File: src/rtl/filter_scan_ctrl.sv
`default_nettype none
// ---------------------------------------------------------------------------
// filter_scan_ctrl : raster scan of 3x3 windows with a 1/9 mean filter.
// Rev 1.0
// ---------------------------------------------------------------------------
module filter_scan_ctrl #(
  parameter int IMG_W  = 256,
  parameter int IMG_H  = 256,
  parameter int RD_LAT = 1
) (
  input  logic       clk,
  input  logic       rst,
  input  logic       start,
  input  logic [7:0] sw_pixel_1,
  input  logic [7:0] sw_pixel_2,
  input  logic [7:0] sw_pixel_3,
  input  logic [7:0] sw_pixel_4,
  input  logic [7:0] sw_pixel_5,
  input  logic [7:0] sw_pixel_6,
  input  logic [7:0] sw_pixel_7,
  input  logic [7:0] sw_pixel_8,
  input  logic [7:0] sw_pixel_9,
  output logic       rd,
  output logic [7:0] addr_row_r,
  output logic [7:0] addr_col_r,
  output logic       wr,
  output logic [7:0] addr_row_w,
  output logic [7:0] addr_col_w,
  output logic [7:0] cl_pixel,
  output logic       busy,
  output logic       done
);

  typedef enum logic [2:0] {
    IDLE  = 3'd0,
    READ  = 3'd1,
    WAIT  = 3'd2,
    CALC  = 3'd3,
    WRITE = 3'd4,
    DONE  = 3'd5
  } state_t;

  localparam logic [7:0] COL_LAST  = 8'(IMG_W - 3);
  localparam logic [7:0] ROW_LAST  = 8'(IMG_H - 3);
  localparam logic [2:0] WAIT_LAST = 3'(RD_LAT - 1);

  state_t      state, state_n;
  logic [7:0]  row, col, row_n, col_n;
  logic [2:0]  wait_cnt, wait_cnt_n;
  logic [11:0] sum, sum_n;

  assign sum_n = {4'd0, sw_pixel_1} + {4'd0, sw_pixel_2} + {4'd0, sw_pixel_3}
               + {4'd0, sw_pixel_4} + {4'd0, sw_pixel_5} + {4'd0, sw_pixel_6}
               + {4'd0, sw_pixel_7} + {4'd0, sw_pixel_8} + {4'd0, sw_pixel_9};

  // 57/512 approximates 1/9; the 8-bit quotient field already caps at 255.
  assign cl_pixel = 8'(({5'd0, sum} * 17'd57) >> 9);

  always_comb begin
    state_n    = state;
    row_n      = row;
    col_n      = col;
    wait_cnt_n = wait_cnt;
    case (state)
      IDLE: begin
        if (start) begin
          state_n = READ;
          row_n   = 8'd0;
          col_n   = 8'd0;
        end
      end
      READ: begin
        state_n    = WAIT;
        wait_cnt_n = 3'd0;
      end
      WAIT: begin
        if (wait_cnt == WAIT_LAST) begin
          state_n = CALC;
        end else begin
          wait_cnt_n = wait_cnt + 3'd1;
        end
      end
      CALC: state_n = WRITE;
      WRITE: begin
        if (row == ROW_LAST && col == COL_LAST) begin
          state_n = DONE;
        end else begin
          state_n = READ;
          if (col < COL_LAST) begin
            col_n = col + 8'd1;
          end else begin
            col_n = 8'd0;
            row_n = row + 8'd1;
          end
        end
      end
      DONE:    state_n = IDLE;
      default: state_n = IDLE;
    endcase
  end

  always_ff @(posedge clk) begin
    if (rst) begin
      state      <= IDLE;
      row        <= 8'd0;
      col        <= 8'd0;
      wait_cnt   <= 3'd0;
      sum        <= 12'd0;
      addr_row_r <= 8'd0;
      addr_col_r <= 8'd0;
      addr_row_w <= 8'd0;
      addr_col_w <= 8'd0;
    end else begin
      state    <= state_n;
      row      <= row_n;
      col      <= col_n;
      wait_cnt <= wait_cnt_n;
      if (state == CALC) begin
        sum <= sum_n;
      end
      // Address buses only move when their strobe is about to fire.
      if (state_n == READ) begin
        addr_row_r <= row_n;
        addr_col_r <= col_n;
      end
      if (state_n == WRITE) begin
        addr_row_w <= row + 8'd1;
        addr_col_w <= col + 8'd1;
      end
    end
  end

  assign rd   = (state == READ);
  assign wr   = (state == WRITE);
  assign busy = (state != IDLE);
  assign done = (state == DONE);

endmodule
`default_nettype wire

File: config.mk
export PLATFORM = sky130hd
export DESIGN_NAME = filter_scan_ctrl
export DESIGN_NICKNAME = d
export VERILOG_FILES = /design/src/rtl/filter_scan_ctrl.sv
export SDC_FILE = /design/constraint.sdc
export NUM_CORES = 1
export LEC_CHECK = 0
export BUFFER_PORTS_ARGS = -buffer_cell sky130_fd_sc_hd__buf_4
export CAP_MARGIN = 20
export CORE_ASPECT_RATIO = 1.5
export CORE_UTILIZATION = 45
export CTS_CLUSTER_DIAMETER = 120
export DETAILED_ROUTE_END_ITERATION = 10
export PLACE_DENSITY = 0.71
export SLEW_MARGIN = 20
export SYNTH_ARGS = -nofsm -noshare
export SYNTH_HDL_FRONTEND = slang
export SYNTH_SLANG_ARGS = --single-unit
File: constraint.sdc
create_clock -name clk -period 4.2 [get_ports clk]
set_input_delay 0.42 -clock clk [delete_from_list [all_inputs] [get_ports clk]]
set_output_delay 0.42 -clock clk [all_outputs]
set_load 0.05 [all_outputs]
### After elaboration in Yosys (flattened, before gate mapping)

Index checks and enable logic that the tools add are counted.

* flip-flop bits (word level): 66
* output and inout bits: 44
* word-level logic and storage cells: 52

* $add $sub $neg: 11
* multiply operators: 1
* order comparisons: 1
* equal/unequal tests: 10
* mux-type cells: 14
* reductions and logical operators: 6

Operators with widths (number)
* $add A12 B8 Y12: 4
* $mux W8: 6
* $pmux W8 S2: 2
* $mul A12 B6 Y17 const B: 1
* $add A8 B1 Y8 const B: 2
* $eq A8 B8 Y1 const B: 2
* $pmux W3 S5: 1
* $add A11 B8 Y12: 1
* $mux W3: 4
* $add A10 B8 Y11: 1
* $add A9 B8 Y10: 1
* $add A8 B8 Y9: 1
* $eq A3 B3 Y1 const B: 3
* $lt A8 B8 Y1 const B: 1
* $eq A3 B1 Y1 const B: 2
* $eq A3 B2 Y1 const B: 2
* $logic_not A3 Y1: 2
* $pmux W3 S2: 1
* $add A3 B1 Y3 const B: 1
* $reduce_bool A3 Y1: 1
* $ne A2 B2 Y1 const B: 1
* $reduce_and A2 Y1: 1
* $reduce_bool A2 Y1: 1
* $logic_and A1 B1 Y1: 1

### Logic depth before layout (Yosys ltp)

Gate-level depths: netlist (run 1).

* depth after elaboration: 8
* depth in mapped cells: 16
* depth with buffers taken out: 16

### Worst setup path after synthesis (run 1)

No wires, ideal clock.

* path type: reg2out
* from: register sum[3]
* to: output cl_pixel[7]
* arrival time: 3.954 ns
* required time: 3.780 ns
* path slack: -0.174 ns
* cell stages (with the launch flop): 11
* path buffers: 0
* path through: dfxtp_1 fa_1 fa_1 ha_1 ha_1 and4_1 a41oi_2 a21boi_1 a311o_1 o31a_1 xnor2_1

* longest elaborated chain between the ends: 1

Ends and longest elaborated chain
* from (decl): line 50 `logic [11:0] sum, sum_n;`
* from (signal assigned): line 119 `sum <= sum_n;`
* $mul A12 B6 Y17: line 57 `assign cl_pixel = 8'(({5'd0, sum} * 17'd57) >> 9);`
* to (decl): line 29 `output logic [7:0] cl_pixel,`

Every way passes these cells.

### Worst setup path in the final report (run 1)

* from: register sum[1]
* to: output cl_pixel[7]

The elaborated chain is that of the path after synthesis.

==> results of run 1 <==
-- worst max path at each step --
stage / slack, ns / start / cells past startpoint / endpoint
global route: -0.05 / sw_pixel_1[2] / 17 / sum[10]
CTS: -0.005 / sum[2] / 11 / cl_pixel[7]
global placement: -0.18 / sw_pixel_1[2] / 17 / sum[10]
floorplan: 0.03 / sw_pixel_1[2] / 16 / sum[10]
detailed placement: -0.24 / sw_pixel_1[2] / 17 / sum[10]
finish: 0.1 / sum[1] / 11 / cl_pixel[7]
-- layout by cell type (no fill, tap or decap), drive strengths merged, types with 3 or more instances in the layout --
master	synthesis	layout
buf	10	128
inv	93	93
fa	72	72
dfxtp	66	66
nor2	53	53
nand2	49	49
ha	48	48
a21oi	45	45
o21ai	20	20
xnor2	19	19
nor3	16	16
nand3	12	12
clkbuf	12	12
a211oi	10	10
and3	8	8
xor2	7	7
a21o	6	6
o21a	4	4
nand3b	4	4
nor3b	3	3
nand2b	3	3
o31a	3	3
nor2b	3	3
o211ai	3	3
a31oi	3	3
-- cells in the mapped netlist, types with 3 or more instances --
| master | instances |
|---|---|
| a31oi_1 | 3 |
| ha_1 | 48 |
| xnor2_1 | 19 |
| a21o_1 | 6 |
| o211ai_1 | 3 |
| and3_1 | 8 |
| inv_1 | 93 |
| clkbuf_1 | 12 |
| nand2b_1 | 3 |
| nor3_1 | 15 |
| nand3b_1 | 4 |
| fa_1 | 72 |
| nand3_1 | 12 |
| xor2_1 | 7 |
| o31a_1 | 3 |
| dfxtp_1 | 66 |
| nand2_1 | 48 |
| nor2_1 | 52 |
| a21oi_1 | 43 |
| nor3b_1 | 3 |
| buf_2 | 6 |
| a211oi_1 | 10 |
| nor2b_1 | 3 |
| o21ai_0 | 20 |
| o21a_1 | 4 |
-- report_power, final --
| group | switching, W | total (W) | internal [W] |
|---|---|---|---|
| Clock | 0.000250 | 0.000720 | 0.000470 |
| Combinational | 0.00109 | 0.00192 | 0.000833 |
| Sequential | 0.0000416 | 0.000703 | 0.000661 |
| Total | 0.00138 | 0.00334 | 0.00196 |
-- routing by layer --
metal  track usage, %  vias to the layer above
met5                0                        -
li1                 -                     2157
met4            8.073                        0
met1            20.40                     2153
met2            42.50                       94
met3            3.389                       24
-- area by class of cell --
class / count / area, sq um / share of cell area [%]
multi-input combinational: 413 / 3747 / 54.56
sequential: 66 / 1333 / 19.40
timing repair buffer: 128 / 964.7 / 14.05
inverter: 93 / 349.1 / 5.083
clock buffer: 12 / 246.5 / 3.589
tap: 150 / 187.7 / 2.733
clock inverter: 3 / 40.04 / 0.5830
-- worst max-delay path, stage by stage, from the launching register on --
cell and delay, ns:
dfxtp_2 0.34, fa_1 0.56, fa_1 0.42, ha_1 0.31, ha_1 0.28, and4_1 0.21
a41oi_2 0.21, a21boi_2 0.09, a311o_1 0.30, o31a_1 0.28, xnor2_2 0.17, buf_6 0.18
-- per-stage QoR --
stage                     instance area (sq um)  instances  total power (W)  utilization (%)  setup TNS [ns]
after CTS                                  6812        864         0.003298            58.46       -0.004965
after floorplan                            5473        594         0.002023                -               0
final                                      6868        865         0.003345            58.95               0
after global placement                     6509        849         0.002499            55.86         -0.3476
after detailed placement                   6509        849         0.002555            55.86         -0.7197
after global routing                       6868        865         0.003667            58.95         -0.1019
-- kinds of logic (layout without fill, tap and decap cells) --
family                     count (synthesis)  count (layout)  share of synthesized area [%]
muxes                                      1               1                         0.2750
and+or+nand+nor                          164             164                          14.19
AOI/OAI and AO/OA                        102             102                          11.44
buffers and inverters                    115             236                          8.320
xor gates and xnor gates                  26              26                          4.171
adders and majority gates                120             120                          37.41
DFF                                       66              66                          24.20
-- sequential cells by signal (all words and copies together) (netlist names) --
name	count
addr_col_r	8
addr_col_w	8
addr_row_r	8
addr_row_w	8
col	8
row	8
state	3
sum	12
wait_cnt	3
-- what timing repair did --
item	in CTS	in global routing
gates resized for setup	8	9
pin swaps	1	18
setup endpoints to repair	4	8
setup buffers	0	1
hold endpoints to repair	0	0
==> impl_metrics.toml, run 1 <==
[grt]
grt_pass1_vias = 4730
grt_usage_pct = 20.82
antenna_found_initial = 0
grt_pass1_wl_um = 20760
grt_max_degree = 62
overflow = 0

[synthesis]
syn_inst = 594
synth_cell_type_count = 48
synth_top_area_share_pct = 26.40
syn_nets = 789
synthArstFlopShare_pct = 0
synth_area_leaders = "fa_1 (26%), dfxtp_1 (24%), ha_1 (11%), inv_1 (6.4%), a21oi_1 (3.9%)"
synth_top_cell_by_area = "fa_1"
syn_area_per_cell_sq_um = 9.190
synthFlopType = "dfxtp_1"
ys_seq_elements = 66
synth_edf_count = 0
ys_warn_count = 0
yosysSeqAreaShare_pct = 24.20
netlist_area_sq_mm = 0.005459

[timing]
finalSetupViolations = 0
min_period_ns = 4.101
slew_viol_final = 0
final_hold_viol_count = 0
worst_slew_pin_slew_ns = 0.8183
period_share_pct = 97.65
rsz0062_at_grt = "true"
timing.final.ws_setup_ns = 0.09875
holdWs_ns = 0.4554
max_freq_mhz = 243.8
skew_ns = 0.007518
maxSlewHeadroom_pct = 45.32

[drt]
via_count = 4428
drcViolationCount = 0
wl_met1_um = 4208
wl_met3_um = 433
dr.pass1.iters = 4
dr.max_layer_used = "met4"
wl_per_cell_um = 13.99
first_iter_violations = 135
vias_per_cell = 5.119
finalWirelength_um = 12100
ant_nets = 0
wl_met2_um = 7201

[placement]
routabilityCongestion = 0.8032
hpwl_um = 9744
pre_cts_ws_ns = -0.2421
io_buffer_count = 118

[floorplanning]
dieHeight_um = 136.9
ioPinCount = 119
die_w_um = 91.93
coreArea_sq_mm = 0.01165
start_util_pct = 46.85
die_area_sq_mm = 0.01258
rows = 48

[setup_path]
r2r-start = "state[1]"
cp.arrival_ns = 3.68
r2r-end = "addr_col_w[0]"
critPathMaxFanout = 4
rr_worst_depth = 6
r2r_slack_ns = 1.95
worstPathRequired_ns = 3.78
start_kind = "flop"
endpoint_kind = "output pin"
crit_type = "flop to output pin"

[clock_network]
cts_max_path_buffers = 2
cts_hold_buf = 0
cts_sinks = 66
clock_latency_ns = 0.33
htree_levels = 3
cts-root-buf = "clkbuf_16"
cts_tree = "done"
clk_pin_slew_ns = 0.05
cts_buffers = 9

[cells_and_area]
num-nets-final = 906
layout-drive-gt1-share_pct = 23.36
num_antenna_cells = 0
nFillCells = 1045
area_delta_synth_final_pct = 25.81

[pwr]
power_density_mw_per_mm2 = 487.0
p_leak_nw = 3.354
vdd_drop_max_mv = 0.3590

[hold_path]
min_path_type = "flop to flop"
whs_endpoint = "addr_col_r[1]"
hold_start = "addr_col_r[1]"
hold_depth = 2

[flow_run]
drv_cap = 0

[status]
status = "complete, no violations"
(Power assumes the default switching activity.)
==> run 2, diff against run 1 <==
--- a/config.mk
+++ b/config.mk
@@ -12,6 +12,7 @@
 export CTS_CLUSTER_DIAMETER = 120
 export DETAILED_ROUTE_END_ITERATION = 10
 export PLACE_DENSITY = 0.71
+export SETUP_SLACK_MARGIN = 0.5
 export SLEW_MARGIN = 20
 export SYNTH_ARGS = -nofsm -noshare
 export SYNTH_HDL_FRONTEND = slang
==> run 2 against run 1 <==
  * Hold slack improved by 0.0023 ns
  * Flip-flop and latch count unchanged
  * Core utilization increased by 3.4 points
  * Die area unchanged
  * Clock skew decreased by 0.0012 ns
  * Sequential power about the same
  * Register-to-register slack got worse by 0.04 ns
  * Clock-buffer cell count decreased by 2
  * Highest routed layer unchanged
==> impl_metrics.toml, run 2 (synthesis gave the netlist of run 1 again) <==
[drt]
first_iter_violations = 167
drcViolationCount = 0
vias_per_cell = 5.166
ant_nets = 0
dr.pass1.iters = 5
via_count = 4515
finalWirelength_um = 12720
wl_per_cell_um = 14.56

[timing]
finalSetupTns_ns = 0
rsz0062_at_grt = "true"
holdWs_ns = 0.4577
max_freq_mhz = 244.0
skew_ns = 0.006323
min_period_ns = 4.098
finalSetupViolations = 0
slew_viol_final = 0
period_share_pct = 97.58
maxSlewHeadroom_pct = 46.94
worst_slew_pin_slew_ns = 0.7939
final_hold_viol_count = 0

[setup_path]
path_buf_inv = 1
cp.arrival_ns = 3.68
critPathMaxFanout = 5
setup.worst_path.start = "sum[5]"
cp-endpoint = "cl_pixel[7]"
r2r-start = "state[1]"
start_kind = "flop"
endpoint_kind = "output pin"
r2r-end = "sum[8]"
slowest_delay_ns = 0.57
crit_type = "flop to output pin"
r2r_slack_ns = 1.91
cp_cell_sequence = "fa_1, fa_1, ha_4, ha_4, and4_1, a41oi_2, a21boi_2, a311o_1, o31a_1, xnor2_4, buf_6"
path_depth = 11
rr_worst_depth = 5
slowest_stage = "fa_1"
worstPathRequired_ns = 3.78
cpLargestDelayFamily = "adder cells"

[floorplanning]
start_util_pct = 46.85
ioPinCount = 119
rows = 48
die_area_sq_mm = 0.01258
coreArea_sq_mm = 0.01165
die_w_um = 91.93
dieHeight_um = 136.9

[flow_run]
drv_cap = 0

[pwr]
vdd_drop_max_mv = 0.3934
power.share.clock_pct = 20.8
p_leak_nw = 3.432
p_switching_w = 0.001526
p_sw_share_pct = 42.09
p_comb_share_pct = 59.9
power_density_mw_per_mm2 = 498.7
p_int_w = 0.002099
pwr-share-seq_pct = 19.3

[cells_and_area]
layout-drive-gt1-share_pct = 29.01
largest_register_ffs = 12
regMostFlops = "sum"
nFillCells = 995
num_antenna_cells = 0
final_util_pct = 62.39
final_common_cell = "buf_4"
num-nets-final = 914
final_cell_mix = "buf_4 (123), inv_1 (88), fa_1 (71), dfxtp_1 (58)"
area_delta_synth_final_pct = 33.17

[grt]
grt_max_degree = 62
antenna_found_initial = 0
overflow = 0
grt_pass1_wl_um = 21180
grt_usage_pct = 21.22
grt_pass1_vias = 4860

[clock_network]
cts_max_path_buffers = 2
cts_sinks = 66
clock_latency_ns = 0.33
cts_buffers = 9
clk_pin_slew_ns = 0.05
cts-root-buf = "clkbuf_16"
htree_levels = 3
cts_tree = "done"

[status]
status = "complete, no violations"

[placement]
routabilityCongestion = 0.8334
hpwl_um = 9888
io_buffer_count = 118

[hold_path]
min_path_type = "flop to flop"
run 2: what timing repair did:
item,4_1_cts,5_1_grt
pin swaps,32,29
buffers inserted,5,7
setup endpoints to repair,11,14
gates resized for setup,26,35
hold buffers,0,0
run 2: worst min path at each step:
| stage | to | cells past startpoint | startpoint | slack, ns |
|---|---|---|---|---|
| after floorplan | col[4] | 2 | col[4] | 0.47 |
| after global placement | addr_col_r[4] | 2 | addr_col_r[4] | 0.45 |
| after detailed placement | addr_col_w[2] | 2 | addr_col_w[2] | 0.45 |
| after CTS | addr_col_w[2] | 2 | addr_col_w[2] | 0.46 |
| after global routing | addr_col_w[2] | 2 | addr_col_w[2] | 0.48 |
| final | addr_col_r[1] | 2 | addr_col_r[1] | 0.46 |
run 2: area by class of cell:
type,count,area (sq um),share of cell area (%)
Tap cell,150,187.7,2.582
Sequential cell,66,1344,18.49
Timing Repair Buffer,136,1077,14.82
Multi-Input combinational cell,413,3999,55.01
Inverter,93,356.6,4.905
Clock buffer,10,239.0,3.287
Clock inverter,6,66.31,0.9122
run 2: power by group through the flow:
| stage | logic [W] | clock network (W) | registers (W) |
|---|---|---|---|
| after global routing | 0.00246 | 0.000785 | 0.000706 |
| after detailed placement | 0.00183 | 0 | 0.000714 |
| after floorplan | 0.00132 | 0 | 0.000771 |
| after global placement | 0.00179 | 0 | 0.000712 |
| final | 0.00217 | 0.000755 | 0.000700 |
| after CTS | 0.00193 | 0.000762 | 0.000700 |
run 2: per-stage QoR:
step                      setup slack, ns  area [sq um]  total power [W]  cells
after floorplan                    0.2482          5583         0.002089    594
after global placement           -0.02178          6596         0.002504    846
after detailed placement         -0.07843          6596         0.002544    846
after CTS                        -0.06809          7032         0.003394    867
after global routing              0.01918          7269         0.003952    874
final                              0.1017          7269         0.003626    874
run 2: layer usage:
layer  vias to the layer above  wire, um  track usage [%]
met5                         -         0                0
met4                         0       308            9.288
met3                        29       392            2.556
met2                       108      7690            44.11
met1                      2201      4333            20.23
li1                       2177         -                -
run 2: worst min-delay path, cell delays in order (launching register included):
cell,delay (ns)
dfxtp_1,0.30
nand2_1,0.05
a21oi_1,0.05
